==> config.mk <==
export PLATFORM = sky130hd
export DESIGN_NAME = fetch_unit
export DESIGN_NICKNAME = d
export VERILOG_FILES = /design/src/rtl/fetch_unit.sv
export SDC_FILE = /design/constraint.sdc
export NUM_CORES = 1
export LEC_CHECK = 0
export ABC_AREA = 1
export CORE_MARGIN = 3
export CORE_UTILIZATION = 30
export CTS_CLUSTER_DIAMETER = 60
export DETAILED_ROUTE_END_ITERATION = 10
export PLACE_DENSITY = 0.61
export SETUP_SLACK_MARGIN = 0.02
export SYNTH_ARGS = -nofsm -noshare
export SYNTH_HDL_FRONTEND = slang
export SYNTH_SLANG_ARGS = --single-unit
==> constraint.sdc <==
create_clock -name clk -period 5.55 [get_ports clk]
set_input_delay 1.3875 -clock clk [delete_from_list [all_inputs] [get_ports clk]]
set_output_delay 1.3875 -clock clk [all_outputs]
set_load 0.01 [all_outputs]
==> src/rtl/fetch_unit.sv <==
// rtl/fetch_unit.sv - instruction fetch unit with one-word prefetch and redirect handling
module fetch_unit #(
   parameter int                    ADDR_WIDTH = 32,
   parameter logic [ADDR_WIDTH-1:0] RESET_PC   = '0
) (
   input  logic                  clk,
   input  logic                  rst,
   output logic                  imem_req,
   output logic [ADDR_WIDTH-1:0] imem_addr,
   input  logic                  imem_ack,
   input  logic [31:0]           imem_rdata,
   output logic [31:0]           instr,
   output logic [ADDR_WIDTH-1:0] instr_pc,
   output logic                  instr_valid,
   input  logic                  instr_ready,
   input  logic                  pc_src,
   input  logic [ADDR_WIDTH-1:0] pc_target
);

   typedef enum logic [2:0] {
      S_IDLE,
      S_FETCH,
      S_PREFETCH,
      S_STALL,
      S_DROP
   } state_t;

   localparam logic [ADDR_WIDTH-1:0] WORD_STEP = ADDR_WIDTH'(4);
   localparam logic [ADDR_WIDTH-1:0] WORD_MASK = ~ADDR_WIDTH'(3);

   state_t                state_q, state_d;
   logic [ADDR_WIDTH-1:0] req_addr_q, req_addr_d;
   logic [ADDR_WIDTH-1:0] redir_q, redir_d;
   logic [31:0]           pend_q, pend_d;
   logic [31:0]           instr_q, instr_d;
   logic [ADDR_WIDTH-1:0] instr_pc_q, instr_pc_d;
   logic                  instr_valid_q, instr_valid_d;

   logic                  consume;
   logic [ADDR_WIDTH-1:0] target_aligned;

   assign consume        = instr_valid_q && instr_ready;
   assign target_aligned = pc_target & WORD_MASK;

   // Request is decoded from the state register only, so it never glitches.
   assign imem_req    = (state_q == S_FETCH) || (state_q == S_PREFETCH) || (state_q == S_DROP);
   assign imem_addr   = req_addr_q;
   assign instr       = instr_q;
   assign instr_pc    = instr_pc_q;
   assign instr_valid = instr_valid_q;

   // Next-state and datapath updates for the fetch/prefetch/stall/drop sequencing.
   always_comb begin
      state_d       = state_q;
      req_addr_d    = req_addr_q;
      redir_d       = redir_q;
      pend_d        = pend_q;
      instr_d       = instr_q;
      instr_pc_d    = instr_pc_q;
      instr_valid_d = instr_valid_q;

      case (state_q)
         S_IDLE: begin
            req_addr_d = RESET_PC;
            state_d    = S_FETCH;
         end

         S_FETCH: begin
            if (imem_ack) begin
               instr_d       = imem_rdata;
               instr_pc_d    = req_addr_q;
               instr_valid_d = 1'b1;
               req_addr_d    = req_addr_q + WORD_STEP;
               state_d       = S_PREFETCH;
            end
         end

         S_PREFETCH: begin
            if (consume) begin
               if (pc_src) begin
                  // Outstanding word is stale; either restart now or wait it out in DROP.
                  instr_valid_d = 1'b0;
                  if (imem_ack) begin
                     req_addr_d = target_aligned;
                     state_d    = S_FETCH;
                  end else begin
                     redir_d = target_aligned;
                     state_d = S_DROP;
                  end
               end else if (imem_ack) begin
                  instr_d    = imem_rdata;
                  instr_pc_d = req_addr_q;
                  req_addr_d = req_addr_q + WORD_STEP;
               end else begin
                  // Same request keeps running; FETCH will present it when it lands.
                  instr_valid_d = 1'b0;
                  state_d       = S_FETCH;
               end
            end else if (imem_ack) begin
               pend_d     = imem_rdata;
               req_addr_d = req_addr_q + WORD_STEP;
               state_d    = S_STALL;
            end
         end

         S_STALL: begin
            if (consume) begin
               if (pc_src) begin
                  instr_valid_d = 1'b0;
                  req_addr_d    = target_aligned;
                  state_d       = S_FETCH;
               end else begin
                  instr_d    = pend_q;
                  instr_pc_d = instr_pc_q + WORD_STEP;
                  state_d    = S_PREFETCH;
               end
            end
         end

         S_DROP: begin
            if (imem_ack) begin
               req_addr_d = redir_q;
               state_d    = S_FETCH;
            end
         end

         default: begin
            state_d = S_IDLE;
         end
      endcase
   end

   // State and datapath registers with asynchronous reset.
   always_ff @(posedge clk or posedge rst) begin
      if (rst) begin
         state_q       <= S_IDLE;
         req_addr_q    <= RESET_PC;
         redir_q       <= '0;
         pend_q        <= '0;
         instr_q       <= '0;
         instr_pc_q    <= RESET_PC;
         instr_valid_q <= 1'b0;
      end else begin
         state_q       <= state_d;
         req_addr_q    <= req_addr_d;
         redir_q       <= redir_d;
         pend_q        <= pend_d;
         instr_q       <= instr_d;
         instr_pc_q    <= instr_pc_d;
         instr_valid_q <= instr_valid_d;
      end
   end

endmodule

==> run metrics <==
drt via density ~4.8; power per cell area between 500 and 600 mW/mm^2; CP startpoint kind input port; first-pass GRT wire length about 43 mm; Die Area 0.03086 sq mm; Setup Buffers After CTS 0; GP Congestion approximately 0.86; CTS tree done; syn_area_per_cell 7.406 sq um; final hold violations 0; Max-Cap Viols 0; period utilization between 60% and 70%; sequential element share of the synthesized area between 40% and 50%; router iterations before antenna repair 5; Avg WL per Cell between 15 and 20 um; number of buffers added on ports 162; share of cells above drive strength 1 about 6.8%; gr ovfl total 0; Syn Inst Count roughly 1200; drt total wl ~27 mm; Die X 175.7 um; ant diodes 0; initial DRC count 670; Layout area overhead 29.41%; Max transition margin 28.57%; Fin Setup TNS 0 ns; Synth Flop Type dfrtp_1; Hold WC Path Type reg -> reg; maximum VDD drop between 0.3 and 0.4 mV; actual slew at the worst max-slew pin between 1 and 1.5 ns; Post-DRT Antenna Nets 0; commonest non-fill, non-tap cell in the layout nand2_1; initial antenna violation count 0; status completed; Worst EP required between 5 and 6 ns; Max Root-Sink Buffers 2; placeable core area roughly 0.028 sq mm; Vias ~8200; Synthesis Warnings 0; post-synth top area share a little under half; initial core utilization 30.75%; number of synthesized register bits 159; Cell Rows between 60 and 70; DRC Markers 0; number of synthesized flops with an enable pin 0; placed insts about 1700; post-synth cell types 37; final setup fails 0; NumNets Final 1376; Clk Latency, worst-skew pair between 0.4 and 0.5 ns; top post-synthesis cells by area dfrtp_1, nand2_1, nor2_1; crit path max fanout 32; number of global-route vias before repair between 7000 and 8000; Crit Path Category in -> reg; pin count of the biggest net entering global routing 160; Post-Syn Area around 0.0086 sq mm; Final Skew about 0.021 ns; CP Data Arrival Time 4.10 ns; Total GRT Usage 17.46%; final slew viol count 0; Filler cells between 2000 and 3000; cell depth of the worst min-delay path 2; leak pwr around 5 nW; highest clock rate 265.9 MHz; post-synth top area cell dfrtp_1; hold_buf cts 0; CP Capture Type register; Post-CTS Resized 0; Post-Layout Cell Count ~1700; FFs w/ async S/R, synth 100.0%; hpwl dp between 15 and 20 mm; RSZ-0062 raised after global routing false; H-tree depth 4; fin crit period roughly 3.8 ns; R2R depth 11; Worst-path clk slew 0.07 ns; clk root buf clkbuf_16; CTS Buf Count 17; IO Pins about 170; Die Ht roughly 180 um; most frequent cells in the layout nand2_1, clkdlybuf4s50_1, dfrtp_1; Sinks on Clock Net roughly 160
## critical path, cell delays in order
cell and delay, ns:
clkdlybuf4s50_1 0.71, inv_1 0.22, nand3_1 0.18, nor2_2 0.04, buf_4 0.24, nor2_1 0.15, nand2_2 0.24, inv_1 0.63
o21ai_0 0.17, o21ai_0 0.11
## cell type report
type / count / area (sq um) / area share [%]
inverters: 90 / 341.6 / 3.056
repair buffers: 172 / 1709 / 15.29
flip-flops and latches: 159 / 3979 / 35.60
clock buffers: 18 / 439.2 / 3.930
clock inverters: 14 / 160.2 / 1.433
multi-input cells: 865 / 4074 / 36.45
well taps: 378 / 473.0 / 4.232
## registers in the layout (all words and copies together) (netlist names)
signal / cells
instr_valid: 1
instr_pc: 31
pend_q: 32
redir_q: 30
imem_addr: 30
instr: 32
state_q: 3
## through the flow
step,hold WS [ns],utilization (%),total power [mW],area [sq um],setup slack (ns)
6_report,0.4727,39.79,6.100,11180,1.790
5_1_grt,0.4961,39.79,6.596,11180,1.477
4_1_cts,0.4769,39.79,6.174,11180,1.793
3_5_place_dp,0.4586,37.66,4.933,10580,1.327
3_3_place_gp,0.4543,37.66,4.870,10580,1.360
2_1_floorplan,0.4422,-,3.695,8643,2.148
## path summary, 6_finish.rpt
kind	start	end	slack, ns
worst min-delay path	redir_q[8]$_DFFE_PP0P_	redir_q[8]$_DFFE_PP0P_	0.47
max in group asynchronous	rst	instr[8]$_DFFE_PP0P_	3.32
worst min register to register	redir_q[8]$_DFFE_PP0P_	redir_q[8]$_DFFE_PP0P_	0.47
worst max register to register	state_q[1]$_DFFE_PP0P_	instr[13]$_DFFE_PP0P_	2.33
worst max-delay path	imem_ack	imem_addr[10]$_DFFE_PP0P_	1.79
min in group asynchronous	rst	state_q[2]$_DFFE_PP0P_	1.56
## metal layers
layer / track usage [%] / vias to the layer above / share of wire, %
li1: - / 4055 / -
met1: 23.72 / 3923 / 45
met2: 27.83 / 206 / 47
met3: 4.950 / 20 / 6.7
met4: 3.794 / 0 / 1.2
met5: 0 / - / 0
## logic make-up after synthesis
family	share of synthesized area, %
and+or+nand+nor	30.15
other	0.04342
muxes	4.173
xor gates and xnor gates	1.014
AOI/OAI and AO/OA	11.43
buffers and inverters	6.824
DFF	46.07
adders and majority gates	0.2897
## report_power, final
| group | switching [mW] | internal (mW) | leakage (nW) |
|---|---|---|---|
| clock network | 0.595 | 0.621 | 0.295 |
| registers | 0.477 | 1.67 | 1.99 |
| logic | 1.56 | 1.18 | 2.65 |
## Yosys cell counts (15+ instances only)
cell type,number
nand2_1,437
dfrtp_1,159
nor2_1,106
inv_1,87
nand3_1,68
o21ai_0,63
a21oi_1,33
a31oi_1,32
mux2_2,31
buf_2,24
clkbuf_1,22
a22oi_1,20
nand4_1,15
Note: power is estimated with default switching activity, not from simulation.
